**src/rtl/key_number_entry_pkg.sv**
```systemverilog
// Shared keypad definitions: FSM state encoding, key codes and datapath width.
// The display and keypad blocks reuse these definitions.
package key_number_entry_pkg;

  typedef enum logic [1:0] {
    IDLE    = 2'd0,
    ENTRY   = 2'd1,
    CONVERT = 2'd2,
    HOLD    = 2'd3
  } state_e;

  localparam logic [3:0] KEY_ENTER = 4'hA;
  localparam logic [3:0] KEY_CLEAR = 4'hB;
  localparam logic [3:0] KEY_BACK  = 4'hC;

  localparam int ACC_W = 10;

endpackage

```
**src/rtl/key_number_entry_bcd_digit_mac.sv**
```systemverilog
// One BCD-to-binary step: acc*10 + digit, built from two shifts and an add.
module bcd_digit_mac
  import key_number_entry_pkg::*;
(
  input  logic [ACC_W-1:0] acc_i,
  input  logic [3:0]       digit_i,
  output logic [ACC_W-1:0] acc_o
);

  assign acc_o = (acc_i << 3) + (acc_i << 1) + ACC_W'(digit_i);

endmodule

```
**src/rtl/key_number_entry.sv**
```systemverilog
// Keypad number entry: collects up to MAX_DIGITS BCD digits, converts them
// to binary one digit per clock, and holds the result until accepted.
module key_number_entry
  import key_number_entry_pkg::*;
#(
  parameter int MAX_DIGITS = 3
) (
  input  logic                                  clk,
  input  logic                                  rst,
  input  logic                                  key_valid,
  input  logic [3:0]                            key_code,
  input  logic                                  num_ready,
  output logic                                  num_valid,
  output logic [ACC_W-1:0]                      num_value,
  output logic [4*MAX_DIGITS-1:0]               digits,
  output logic [$clog2(MAX_DIGITS+1)-1:0]       digit_count,
  output logic                                  err
);

  localparam int CW = $clog2(MAX_DIGITS + 1);
  localparam int DW = 4 * MAX_DIGITS;
  localparam logic [CW-1:0] MAXC = CW'(MAX_DIGITS);
  localparam logic [CW-1:0] ONE  = CW'(1);

  state_e           state_q, state_d;
  logic [DW-1:0]    digits_q, digits_d;
  logic [CW-1:0]    cnt_q, cnt_d;
  logic [CW-1:0]    idx_q, idx_d;
  logic [ACC_W-1:0] acc_q, acc_d;
  logic [ACC_W-1:0] val_q, val_d;
  logic [ACC_W-1:0] mac_res;
  logic             vld_q, vld_d;
  logic             err_q, err_d;
  logic [3:0]       cur_digit;

  // Conversion walks from the most significant entered digit down to digit 0.
  assign cur_digit = digits_q[{idx_q, 2'b00} +: 4];

  bcd_digit_mac u_mac (
    .acc_i   (acc_q),
    .digit_i (cur_digit),
    .acc_o   (mac_res)
  );

  always_comb begin
    state_d  = state_q;
    digits_d = digits_q;
    cnt_d    = cnt_q;
    idx_d    = idx_q;
    acc_d    = acc_q;
    val_d    = val_q;
    vld_d    = vld_q;
    err_d    = 1'b0;
    case (state_q)
      IDLE, ENTRY: begin
        if (key_valid) begin
          if (key_code <= 4'd9) begin
            if (cnt_q < MAXC) begin
              digits_d = {digits_q[DW-5:0], key_code};
              cnt_d    = cnt_q + ONE;
              state_d  = ENTRY;
            end else begin
              err_d = 1'b1;
            end
          end else if (key_code == KEY_ENTER) begin
            if (state_q == ENTRY) begin
              state_d = CONVERT;
              acc_d   = '0;
              idx_d   = cnt_q - ONE;
            end else begin
              err_d = 1'b1;
            end
          end else if (key_code == KEY_CLEAR) begin
            digits_d = '0;
            cnt_d    = '0;
            state_d  = IDLE;
          end else if (key_code == KEY_BACK) begin
            if (cnt_q == '0) begin
              err_d = 1'b1;
            end else begin
              digits_d = {4'h0, digits_q[DW-1:4]};
              cnt_d    = cnt_q - ONE;
              if (cnt_q == ONE) state_d = IDLE;
            end
          end
        end
      end
      CONVERT: begin
        acc_d = mac_res;
        if (idx_q == '0) begin
          state_d = HOLD;
          vld_d   = 1'b1;
          val_d   = mac_res;
        end else begin
          idx_d = idx_q - ONE;
        end
      end
      HOLD: begin
        // Acceptance wins over any key arriving in the same cycle.
        if (num_ready) begin
          vld_d    = 1'b0;
          digits_d = '0;
          cnt_d    = '0;
          state_d  = IDLE;
        end
      end
      default: state_d = IDLE;
    endcase
  end

  always_ff @(posedge clk or negedge rst) begin
    if (!rst) begin
      state_q  <= IDLE;
      digits_q <= '0;
      cnt_q    <= '0;
      idx_q    <= '0;
      acc_q    <= '0;
      val_q    <= '0;
      vld_q    <= 1'b0;
      err_q    <= 1'b0;
    end else begin
      state_q  <= state_d;
      digits_q <= digits_d;
      cnt_q    <= cnt_d;
      idx_q    <= idx_d;
      acc_q    <= acc_d;
      val_q    <= val_d;
      vld_q    <= vld_d;
      err_q    <= err_d;
    end
  end

  assign num_valid   = vld_q;
  assign num_value   = val_q;
  assign digits      = digits_q;
  assign digit_count = cnt_q;
  assign err         = err_q;

endmodule

```
**config.mk**
```make
export PLATFORM = sky130hd
export DESIGN_NAME = key_number_entry
export DESIGN_NICKNAME = d
export VERILOG_FILES = /design/src/rtl/key_number_entry_pkg.sv /design/src/rtl/key_number_entry_bcd_digit_mac.sv /design/src/rtl/key_number_entry.sv
export SDC_FILE = /design/constraint.sdc
export NUM_CORES = 1
export LEC_CHECK = 0
export BUFFER_PORTS_ARGS = -buffer_cell sky130_fd_sc_hd__buf_2
export CORE_ASPECT_RATIO = 0.6
export CORE_MARGIN = 10
export CORE_UTILIZATION = 62
export CTS_CLUSTER_DIAMETER = 60
export CTS_CLUSTER_SIZE = 30
export DETAILED_ROUTE_END_ITERATION = 8
export MAX_ROUTING_LAYER = met4
export PLACE_DENSITY = 0.95
export SLEW_MARGIN = 20
export SYNTH_ARGS = -nofsm -noshare
export SYNTH_HDL_FRONTEND = slang
export SYNTH_SLANG_ARGS = --single-unit
```
**constraint.sdc**
```tcl
create_clock -name clk -period 9 [get_ports clk]
set_clock_uncertainty 0.2 [all_clocks]
set_input_delay 1.8 -clock clk [delete_from_list [all_inputs] [get_ports clk]]
set_output_delay 1.8 -clock clk [all_outputs]
set_load 0.03 [all_outputs]
```
# ---- Word level (Yosys, flattened, before mapping)
# Index checks and enable logic that the tools add are counted.
dict set report word_totals {
  register_bits 39
  latch_bits 0
  mem_bits_rw 0
  mem_bits_ro 0
  input_bits 8
  out_inout_bits 26
  elab_cells 103
  mem_count 0
}
dict set report op_classes {
  n_addsub 5
  mul 0
  div_mod_pow 0
  magnitude_cmp 2
  eq_ne 22
  shifts 1
  n_mux 52
  bitwise_logic 0
  n_reduce_logical 13
}
# operator n
set op_table {}
lappend op_table {{$mux W12} 8}
lappend op_table {{$mux W2} 23}
lappend op_table {{$mux W9} 4}
lappend op_table {{$pmux W12 S2} 1}
lappend op_table {{$pmux W9 S2} 1}
lappend op_table {{$ne A5 B5 Y1 const B} 3}
lappend op_table {{$ne A2 B2 Y1 const B} 7}
lappend op_table {{$eq A4 B4 Y1 const B} 3}
lappend op_table {{$ne A4 B4 Y1 const B} 3}
lappend op_table {{$shiftx A12 B5 Y4} 1}
lappend op_table {{$mux W1} 11}
lappend op_table {{$add A10 B10 Y10} 1}
lappend op_table {{$add A10 B4 Y10} 1}
lappend op_table {{$pmux W2 S2} 2}
lappend op_table {{$reduce_and A8 Y1} 1}
lappend op_table {{$reduce_and A7 Y1} 1}
lappend op_table {{$logic_not A2 Y1} 3}
lappend op_table {{$ne A3 B3 Y1 const B} 2}
lappend op_table {{$pmux W2 S3} 1}
lappend op_table {{$reduce_and A6 Y1} 1}
lappend op_table {{$reduce_bool A2 Y1} 3}
lappend op_table {{$reduce_and A5 Y1} 1}
lappend op_table {{$eq A2 B1 Y1 const B} 2}
lappend op_table {{$eq A2 B2 Y1 const B} 2}
lappend op_table {{other kinds (8)} 9}

# ---- Depth between registers and ports, before layout
# Gate-level depths: netlist of run 1.
dict set report logic_depth {
  word_depth 9
  ltp_mapped 12
  ltp_nobuf 11
}

# ---- Hierarchy
# Synthesis of run 1 repeated with hierarchy kept, for this count alone.
dict set report unflattened {
  hier_cells 243
  area_unflattened_um2 2636.3
}
# mod instances cells_per_inst area_each_um2
set by_module_without_submodules {}
lappend by_module_without_submodules {key_number_entry 1 197 2218.4}
lappend by_module_without_submodules {bcd_digit_mac 1 46 417.9}

# ---- Worst setup path before layout of run 1
# Ideal clock, no wire load.
dict set report synth_path {
  kind {in2reg}
  start {in key_code[1]}
  end {reg digits_q[3] (netlist: digits[3])}
  t_arrival_ns 3.162
  required_time_ns 8.672
  slack_ns 5.511
  stages 7
  n_path_buf 2
  cell_sequence {buf_2 nor2b_1 o21ai_1 a31o_2 nor3b_4 buf_4 mux2_1}
}
dict set report synth_between {
  elab_chain_cells 6
  elab_cells_between_ends 14
  cone_classes {order compare: 1; eq/ne: 7; mux: 5; reduce/logical: 1}
}
# item line
set synth_lines {}
lappend synth_lines {{start: declaration} key_number_entry.sv:11} ;# input logic [3:0] key_code,
lappend synth_lines {{$eq A4 B4 Y1} key_number_entry.sv:73} ;# end else if (key_code == KEY_CLEAR) begin
lappend synth_lines {{$mux W12} key_number_entry.sv:73}
lappend synth_lines {{$mux W12} key_number_entry.sv:65} ;# end else if (key_code == KEY_ENTER) begin
lappend synth_lines {{$mux W12} key_number_entry.sv:57} ;# if (key_code <= 4'd9) begin
lappend synth_lines {{$mux W12} key_number_entry.sv:56} ;# if (key_valid) begin
lappend synth_lines {{$pmux W12 S2} key_number_entry.sv:54} ;# case (state_q)
lappend synth_lines {{end signal: assignment} key_number_entry.sv:123} ;# digits_q <= digits_d;
lappend synth_lines {{end: declaration} key_number_entry.sv:26} ;# logic [DW-1:0] digits_q, digits_d;
# Several ways; a longest one is shown, not always the timed one. The select of a mux whose other input is x is not followed.
# A chain may end at the register's enable or synchronous reset.

# ---- Worst setup path in the final report of run 1
dict set report layout_path {
  start {in key_code[1]}
  end {reg digits_q[7] (netlist: digits[7])}
}
# The elaborated chain is that of the path after synthesis.

==> impl_metrics.toml, run 1 <==
[run_status]
outcome = "finished, final reports clean"

[min_path]
hp-class = "reg2reg"

[yosys]
netlist_top_cells_area = "dfrtp_1 (39%), ha_1 (12%), nand2_1 (5.4%)"
synth-seq-cells = 39
yosys.cell_count.top_type = "dfrtp_1"
yosys.area_share.simple = 0.126
synth_edf_count = 0
synth_top_family_by_area = "compound AO/OA/AOI/OAI gates"
synth_common_cells = "dfrtp_1 (39), nand2_1 (36), o21ai_0 (24)"
synth_mux_area_frac = 0.103
yosysSeqAreaShare = 0.393
yosysTopAreaCell = "dfrtp_1"
syn_area_per_cell_um2 = 9.93
synth_top_area_frac = 0.393
synth_xor_area_frac = 0.0282
netlist_area_um2 = 2480
ys_warn_count = 0
synthAdderAreaFrac = 0.132
syn_nets = 283
synth-main-ff-cell = "dfrtp_1"
synth_compound_area_frac = 0.172
yosysUniqueCellTypes = 48
netlist_instances = 250
async_flop_share = 1.00

[critical_path]
critPathLaunchType = "input port"
cp_max_fo = 14
worst-setup-path-type = "in2reg"
cp-end-kind = "flip-flop"
critPathMaxStageDelay_ns = 0.64
cp.arrival_ns = 3.51
path_cells = "buf_2 -> nor2b_1 -> o21ai_1 -> a31o_2 -> nor3b_4 -> mux2_2"
cp_data_required_time_ns = 8.98
critical_path.slowest_cell = "nor3b_4"

[floorplan]
num_rows = 17
die_area_um2 = 7020
die_x_um = 102
core_um2 = 3760
die_y_um = 69.0
initial_core_util = 0.659
pin_count = 34

[place]
portBuffers = 33
post-place-cells = 321
dpl.hpwl_um = 4450
place.gp.congestion = 0.915

[clocking]
postCtsSetupRepairBufs = 0
cts_tree = "built"
root_buffer = "clkbuf_8"
h-tree-depth = 2
cts_hold_buf = 0
ctsResizeCount = 0
numCtsBuffers = 5
clk_path_buf_depth = 2
clk_latency_ns = 0.29
clock-sinks = 39
path_clk_slew_ns = 0.08

[power_and_ir_drop]
swShare = 0.479
clock_power_share = 0.130
vdd.ir_drop.worst_uv = 195
seq_power_share = 0.323
total_power_uw = 895
switching_power_uw = 428
powerDensity_nw_per_um2 = 326
pwr-share-comb = 0.547
p_int_uw = 466
p_leak_nw = 1.43

[grt]
grt_pass1_vias = 1926
grt_pass1_wl_um = 9550
grt_max_degree = 40
grt_usage = 0.172
gr-total-overflow = 0
antenna_found_initial = 0

[drt]
wl_um = 5700
final_antenna_net_count = 0
drt-initial-drc-count = 161
wl_per_cell_um = 17.3
drc = 0
firstDrtPassIters = 4
dr_total_vias = 1952
viasPerCell = 5.93

[sta]
setup-violations-final = 0
rsz0062_at_grt = "no"
drv_slew = 0
fin_crit_ns = 3.53
setup_tns_ns = 0
post-route-period-util = 0.392
worst_slew_pin_slew_ns = 0.866
hold_viol = 0
clock.fmax_mhz = 284
relSlewSlack = 0.423

[layout]
layout-drive-gt1-share = 0.202
area_delta_synth_final_pct = 10.5
diodes = 0
instances_no_fill = 329
nNetsFinal = 314

[flow_run]
drv_cap = 0
==> sequential cells by signal, indices dropped and copies added (netlist names) <==
register / count
digits: 12
num_value: 10
acc_q: 9
digit_count: 2
idx_q: 2
state_q: 2
err: 1
num_valid: 1
==> worst paths after layout <==
path | start | end | slack, ns | cells past startpoint
min in group asynchronous | rst | num_value[8] | 1.42 | 1
max in group asynchronous | rst | acc_q[1] | 6.64 | 1
hold reg to reg | num_value[8] | num_value[8] | 0.28 | 2
setup / recovery | key_code[1] | digits[7] | 5.47 | 6
hold / removal | num_value[8] | num_value[8] | 0.28 | 2
setup reg to reg | idx_q[1] | acc_q[8] | 5.73 | 11
==> logic make-up (layout without fill, tap and decap cells) <==
family / after synthesis / count (layout)
and+or+nand+nor: 65 / 65
adders and majority gates: 25 / 25
buffers and inverters: 27 / 59
muxes: 24 / 24
xor gates and xnor gates: 8 / 8
DFF: 39 / 39
AOI/OAI and AO/OA: 62 / 62
==> power groups by stage <==
stage / logic, mW / clock network (mW) / registers, mW
finish: 0.490 / 0.116 / 0.289
CTS: 0.489 / 0.118 / 0.288
floorplan: 0.290 / 0 / 0.358
detailed placement: 0.486 / 0 / 0.290
global placement: 0.469 / 0 / 0.287
global route: 0.541 / 0.125 / 0.298
==> metal layers <==
metal / wire length [um] / part of all wire / GRT usage
met4: 39 / 0.0068 / 0.0376
met2: 2390 / 0.42 / 0.232
met3: 567 / 0.10 / 0.0536
met5: 0 / 0 / -
met1: 2700 / 0.47 / 0.242
==> placed cells by master, fill, tap and decap left out, types with 2 or more instances in the layout <==
cell      synthesis  layout
dfrtp_1          39      39
nand2_1          36      36
buf_2             2      33
o21ai_0          24      24
ha_1             23      23
inv_1            18      18
mux2i_1          12      12
a22o_1            9       9
nor2_1            8       8
mux2_2            8       8
a21oi_1           7       7
nand3_1           7       7
clkbuf_8          0       5
nor2b_1           4       4
mux2_1            4       4
xor2_1            4       4
xnor2_1           4       4
o31ai_1           3       3
a211oi_1          2       2
nand2b_1          2       2
a21o_1            2       2
fa_1              2       2
==> worst max-delay path: cells and delay by family <==
| kind | cells | cell delay [ns] |
|---|---|---|
| buffers and inverters | 1 | 0.15 |
| AOI/OAI and AO/OA | 2 | 0.35 |
| muxes | 1 | 0.41 |
| and+or+nand+nor | 2 | 0.79 |
==> metrics by stage <==
stage          hold WS (ns)  cell area (um2)   util  setup WS (ns)
3_5_place_dp          0.266             2660  0.706           5.19
2_1_floorplan         0.254             2480      -           5.51
6_report              0.277             2740  0.729           5.47
3_3_place_gp          0.256             2660  0.706           5.23
4_1_cts               0.284             2740  0.729           5.50
5_1_grt               0.313             2740  0.729           5.34
==> final cells by class <==
cell class / count / area [um2]
Multi-Input combinational cell: 184 / 1390
Fill cell: 288 / 1020
Sequential cell: 39 / 976
Timing Repair Buffer: 33 / 165
Clock buffer: 6 / 72.6
Inverter: 18 / 67.6
Tap cell: 47 / 58.8
Clock inverter: 2 / 12.5
Power figures use the tool's default switching activity.
==> inputs of run 2 (changes only) <==
Settings changed: CORE_UTILIZATION 62 to 52, PLACE_DENSITY 0.95 to 0.87.
Clock period 9 ns to 3.11 ns, I/O delays scaled along.
==> impl_metrics.toml, run 2 (synthesis gave the netlist of run 1 again) <==
[clocking]
h-tree-depth = 2
cts_hold_buf = 0
numCtsBuffers = 5
clk_latency_ns = 0.29
path_clk_slew_ns = 0.07
postCtsSetupRepairBufs = 0
clock-sinks = 39
clk_path_buf_depth = 2
cts_tree = "built"
root_buffer = "clkbuf_8"

[drt]
wl_per_cell_um = 16.9
drt-initial-drc-count = 136
dr_total_vias = 2001
firstDrtPassIters = 4
viasPerCell = 5.78
final_antenna_net_count = 0
drc = 0
wl_um = 5860

[layout]
final_cell_mix = "dfrtp_1 (39), nand2_1 (36), buf_2 (33)"
layout-drive-gt1-share = 0.216
nNetsFinal = 317
diodes = 0
mostFrequentLayoutCell = "dfrtp_1"
largest_reg_flops = 12
instances_no_fill = 346
area_delta_synth_final_pct = 12.1

[critical_path]
r2r-end = "acc_q[8]"
worst-setup-path-type = "reg2reg"
crit_family = "adder cells"
path_cells = "buf_4 -> mux2i_1 -> o21ai_0 -> ha_1 -> ha_1 -> fa_2 -> a211oi_1 -> o21bai_1 -> a21oi_1 -> xor2_1 -> o21ai_0"
path_buf_inv = 1
cp.arrival_ns = 2.92
crit_start = "idx_q[1]"
reg2reg_from = "idx_q[1]"
endpoint = "acc_q[8]"
cp_max_fo = 4
cp_data_required_time_ns = 3.08
critical_path.slowest_cell = "dfrtp_1"
ff2ff_path_depth = 11
cp.depth = 11
cp-end-kind = "flip-flop"
r2r_slack_ns = 0.16
critPathLaunchType = "flip-flop"
critPathMaxStageDelay_ns = 0.43

[power_and_ir_drop]
total_power_mw = 2.61
powerDensity_nw_per_um2 = 937
p_leak_nw = 1.43
vdd.ir_drop.worst_uv = 415

[sta]
rsz0062_at_grt = "yes"
worst_slew_pin_slew_ns = 0.873
drv_slew = 0
setup-violations-final = 0
post-route-period-util = 0.947
relSlewSlack = 0.418
clock.fmax_mhz = 339
timing.hold.ws_ns = 0.242
layout_setup_ws_ns = 0.163
fin_crit_ns = 2.95
hold_viol = 0

[grt]
grt_pass1_vias = 1990
grt_max_degree = 40
grt_usage = 0.160
grt_pass1_wl_um = 9890
antenna_found_initial = 0
gr-total-overflow = 0

[floorplan]
die_x_um = 109
die_y_um = 73.5
initial_core_util = 0.541
die_area_um2 = 8030
pin_count = 34
num_rows = 19
core_um2 = 4590

[place]
post-place-cells = 340
portBuffers = 33
dpl.hpwl_um = 4600
place.gp.congestion = 0.948
place_ws_ns = 0.136

[run_status]
outcome = "finished, final reports clean"

[min_path]
hp-class = "in2async"

[flow_run]
drv_cap = 0
[run 2: cell types whose count changed in the layout (fill, tap and decap cells not counted)]
cell,before,now
buf_4,0,3
clkinv_2,1,0
clkinvlp_4,1,0
fa_1,2,1
fa_2,0,1
nor2b_1,4,3
nor2b_2,0,1
o21ai_0,24,23
o21ai_1,1,2
o31ai_1,3,2
o31ai_2,0,1
[run 2: worst min path at each step]
stage / from / end
after floorplan: rst / acc_q[0]
after global routing: rst / num_value[9]
after global placement: num_value[6] / num_value[6]
after CTS: rst / idx_q[1]
after detailed placement: num_value[9] / num_value[9]
final: rst / num_value[9]
[run 2: layout make-up]
| class | instances | area (um2) |
|---|---|---|
| clock buffer | 6 | 72.6 |
| fill | 388 | 1800 |
| inverter | 18 | 67.6 |
| multi-input combinational | 184 | 1400 |
| sequential | 39 | 976 |
| tap | 63 | 78.8 |
| timing repair buffer | 36 | 188 |
[run 2: timing repair]
item	CTS	global route
endpoints found under the hold margin	0	0
gates resized for setup	0	4
endpoints found under the setup margin	0	4
[run 2: where the power goes]
| part | leakage [nW] | internal, mW | switching, mW | total, mW |
|---|---|---|---|---|
| logic | 0.874 | 0.554 | 0.902 | 1.46 |
| clock network | 0.0371 | 0.149 | 0.164 | 0.313 |
| registers | 0.520 | 0.668 | 0.172 | 0.841 |
| total | 1.43 | 1.37 | 1.24 | 2.61 |
[run 2: stage by stage]
step / setup TNS (ns) / utilization / cell area [um2]
after floorplan: 0 / - / 2480
after global placement: 0 / 0.589 / 2700
after detailed placement: 0 / 0.589 / 2700
after CTS: 0 / 0.605 / 2770
after global routing: -0.0166 / 0.607 / 2780
final: 0 / 0.607 / 2780
[run 2: per-layer routing]
layer / vias up / wire length (um) / global-route usage
met5: - / 0 / -
met4: 0 / 44 / 0.0388
met3: 7 / 516 / 0.0489
met2: 68 / 2480 / 0.233
met1: 977 / 2830 / 0.213
li1: 949 / - / -
==> inputs of run 3 (changes only) <==
Clock period 3.11 ns to 2.65 ns, I/O delays scaled along.
==> impl_metrics.toml, run 3 (synthesis gave the netlist of run 1 again) <==
[min_path]
hp-class = "in2async"

[sta]
setup-violations-final = 6
fin_crit_ns = 2.83
post-route-period-util = 1.07
clock.fmax_mhz = 353
timing.hold.ws_ns = 0.0366
relSlewSlack = 0.603
drv_slew = 0
layout_setup_ws_ns = -0.184
hold_viol = 0
worst_slew_pin_slew_ns = 0.596
rsz0062_at_grt = "yes"

[place]
place.gp.congestion = 0.941
postPlaceCellArea_um2 = 2850
place_ws_ns = -0.205
portBuffers = 33
dpl.hpwl_um = 4680

[drt]
wl_um = 6130
firstDrtPassIters = 4
drc = 0
wl_per_cell_um = 16.8
viasPerCell = 5.51
final_antenna_net_count = 0
drt-initial-drc-count = 77
dr_total_vias = 2012

[floorplan]
pin_count = 34
die_area_um2 = 8030
core_um2 = 4590
initial_core_util = 0.541
die_x_um = 109
die_y_um = 73.5
num_rows = 19

[layout]
fin_area_um2 = 3030
regArea_um2 = 981
nNetsFinal = 334
largest_reg_flops = 12
multiInputGateArea_um2 = 1480
final_cell_mix = "nand2_1 (36), dfrtp_1 (35), buf_2 (33)"
area_delta_synth_final_pct = 22.0
diodes = 0
layout-drive-gt1-share = 0.315
mostFrequentLayoutCell = "nand2_1"
fillCellCount = 353

[grt]
grt_usage = 0.165
gr-total-overflow = 0
grt_max_degree = 27
antenna_found_initial = 0
grt_pass1_wl_um = 10200
grt_pass1_vias = 2062

[critical_path]
worst-setup-path-type = "reg2reg"
cp.arrival_ns = 2.81
critPathLaunchType = "flip-flop"
endpoint = "acc_q[6]"
r2r-end = "acc_q[6]"
ff2ff_path_depth = 12
cp-end-kind = "flip-flop"
cp_data_required_time_ns = 2.62
reg2reg_from = "idx_q[1]"
cp_max_fo = 4
r2r_slack_ns = -0.18
crit_start = "idx_q[1]"

[clocking]
clk_latency_ns = 0.29
h-tree-depth = 2
path_clk_slew_ns = 0.07
cts_hold_buf = 0
numCtsBuffers = 5
clk_path_buf_depth = 2
cts_tree = "built"
root_buffer = "clkbuf_8"
clock-sinks = 39

[power_and_ir_drop]
powerDensity_nw_per_um2 = 1120
vdd.ir_drop.worst_uv = 556
total_power_mw = 3.38
p_leak_nw = 1.53

[run_status]
outcome = "finished, violations left"
violations = "setup timing"

[flow_run]
drv_cap = 0
-- run 3: cell count changes in the layout (fill, tap and decap cells not counted), sizes merged --
cell	change
clkbuf	+2
buf	+17
-- run 3: final cells by class --
type | count | share of cell area
well taps | 63 | 0.0260
multi-input cells | 184 | 0.489
inverters | 18 | 0.0223
repair buffers | 53 | 0.105
flip-flops and latches | 39 | 0.324
clock buffers | 8 | 0.0331
-- run 3: layer usage --
metal | wire length (um) | global-route usage
met5 | 0 | -
met4 | 45 | 0.0330
met3 | 457 | 0.0463
met2 | 2610 | 0.234
met1 | 3010 | 0.229
-- run 3: critical path: stages (launching register included) --
cell and delay, ns:
dfrtp_2 0.44, buf_6 0.13, nor2b_4 0.14, nand2_1 0.06
o21ai_1 0.08, ha_1 0.27, ha_4 0.18, fa_2 0.40
buf_4 0.15, a21o_1 0.19, a21oi_2 0.17, xor2_2 0.20
o31ai_1 0.08
-- run 3: timing repair --
item,CTS,global route
setup buffers,2,0
setup endpoints to repair,5,11
pin swaps,6,2
resized for setup,13,4
endpoints found under the hold margin,0,0
-- run 3: worst min-delay path by stage --
stage                       startpoint             end  slack (ns)  cells after the start
after detailed placement  num_value[7]    num_value[7]        0.27                      2
after global placement    num_value[6]    num_value[6]        0.26                      2
final                              rst       digits[5]        0.04                      1
after global routing               rst       digits[5]        0.07                      1
after floorplan                    rst        acc_q[0]        0.03                      0
after CTS                          rst  digit_count[0]        0.05                      1
-- run 3: report_power, final --
| part | switching (mW) | internal (mW) |
|---|---|---|
| Sequential | 0.184 | 0.790 |
| Clock | 0.205 | 0.238 |
| Combinational | 1.15 | 0.820 |
| Total | 1.53 | 1.85 |
-- run 3: metrics by stage --
stage	setup TNS (ns)	instances	utilization
floorplan	-0.00887	250	-
global placement	-0.246	355	0.622
detailed placement	-0.862	355	0.622
CTS	-0.681	365	0.656
global route	-2.25	365	0.660
finish	-0.802	365	0.660
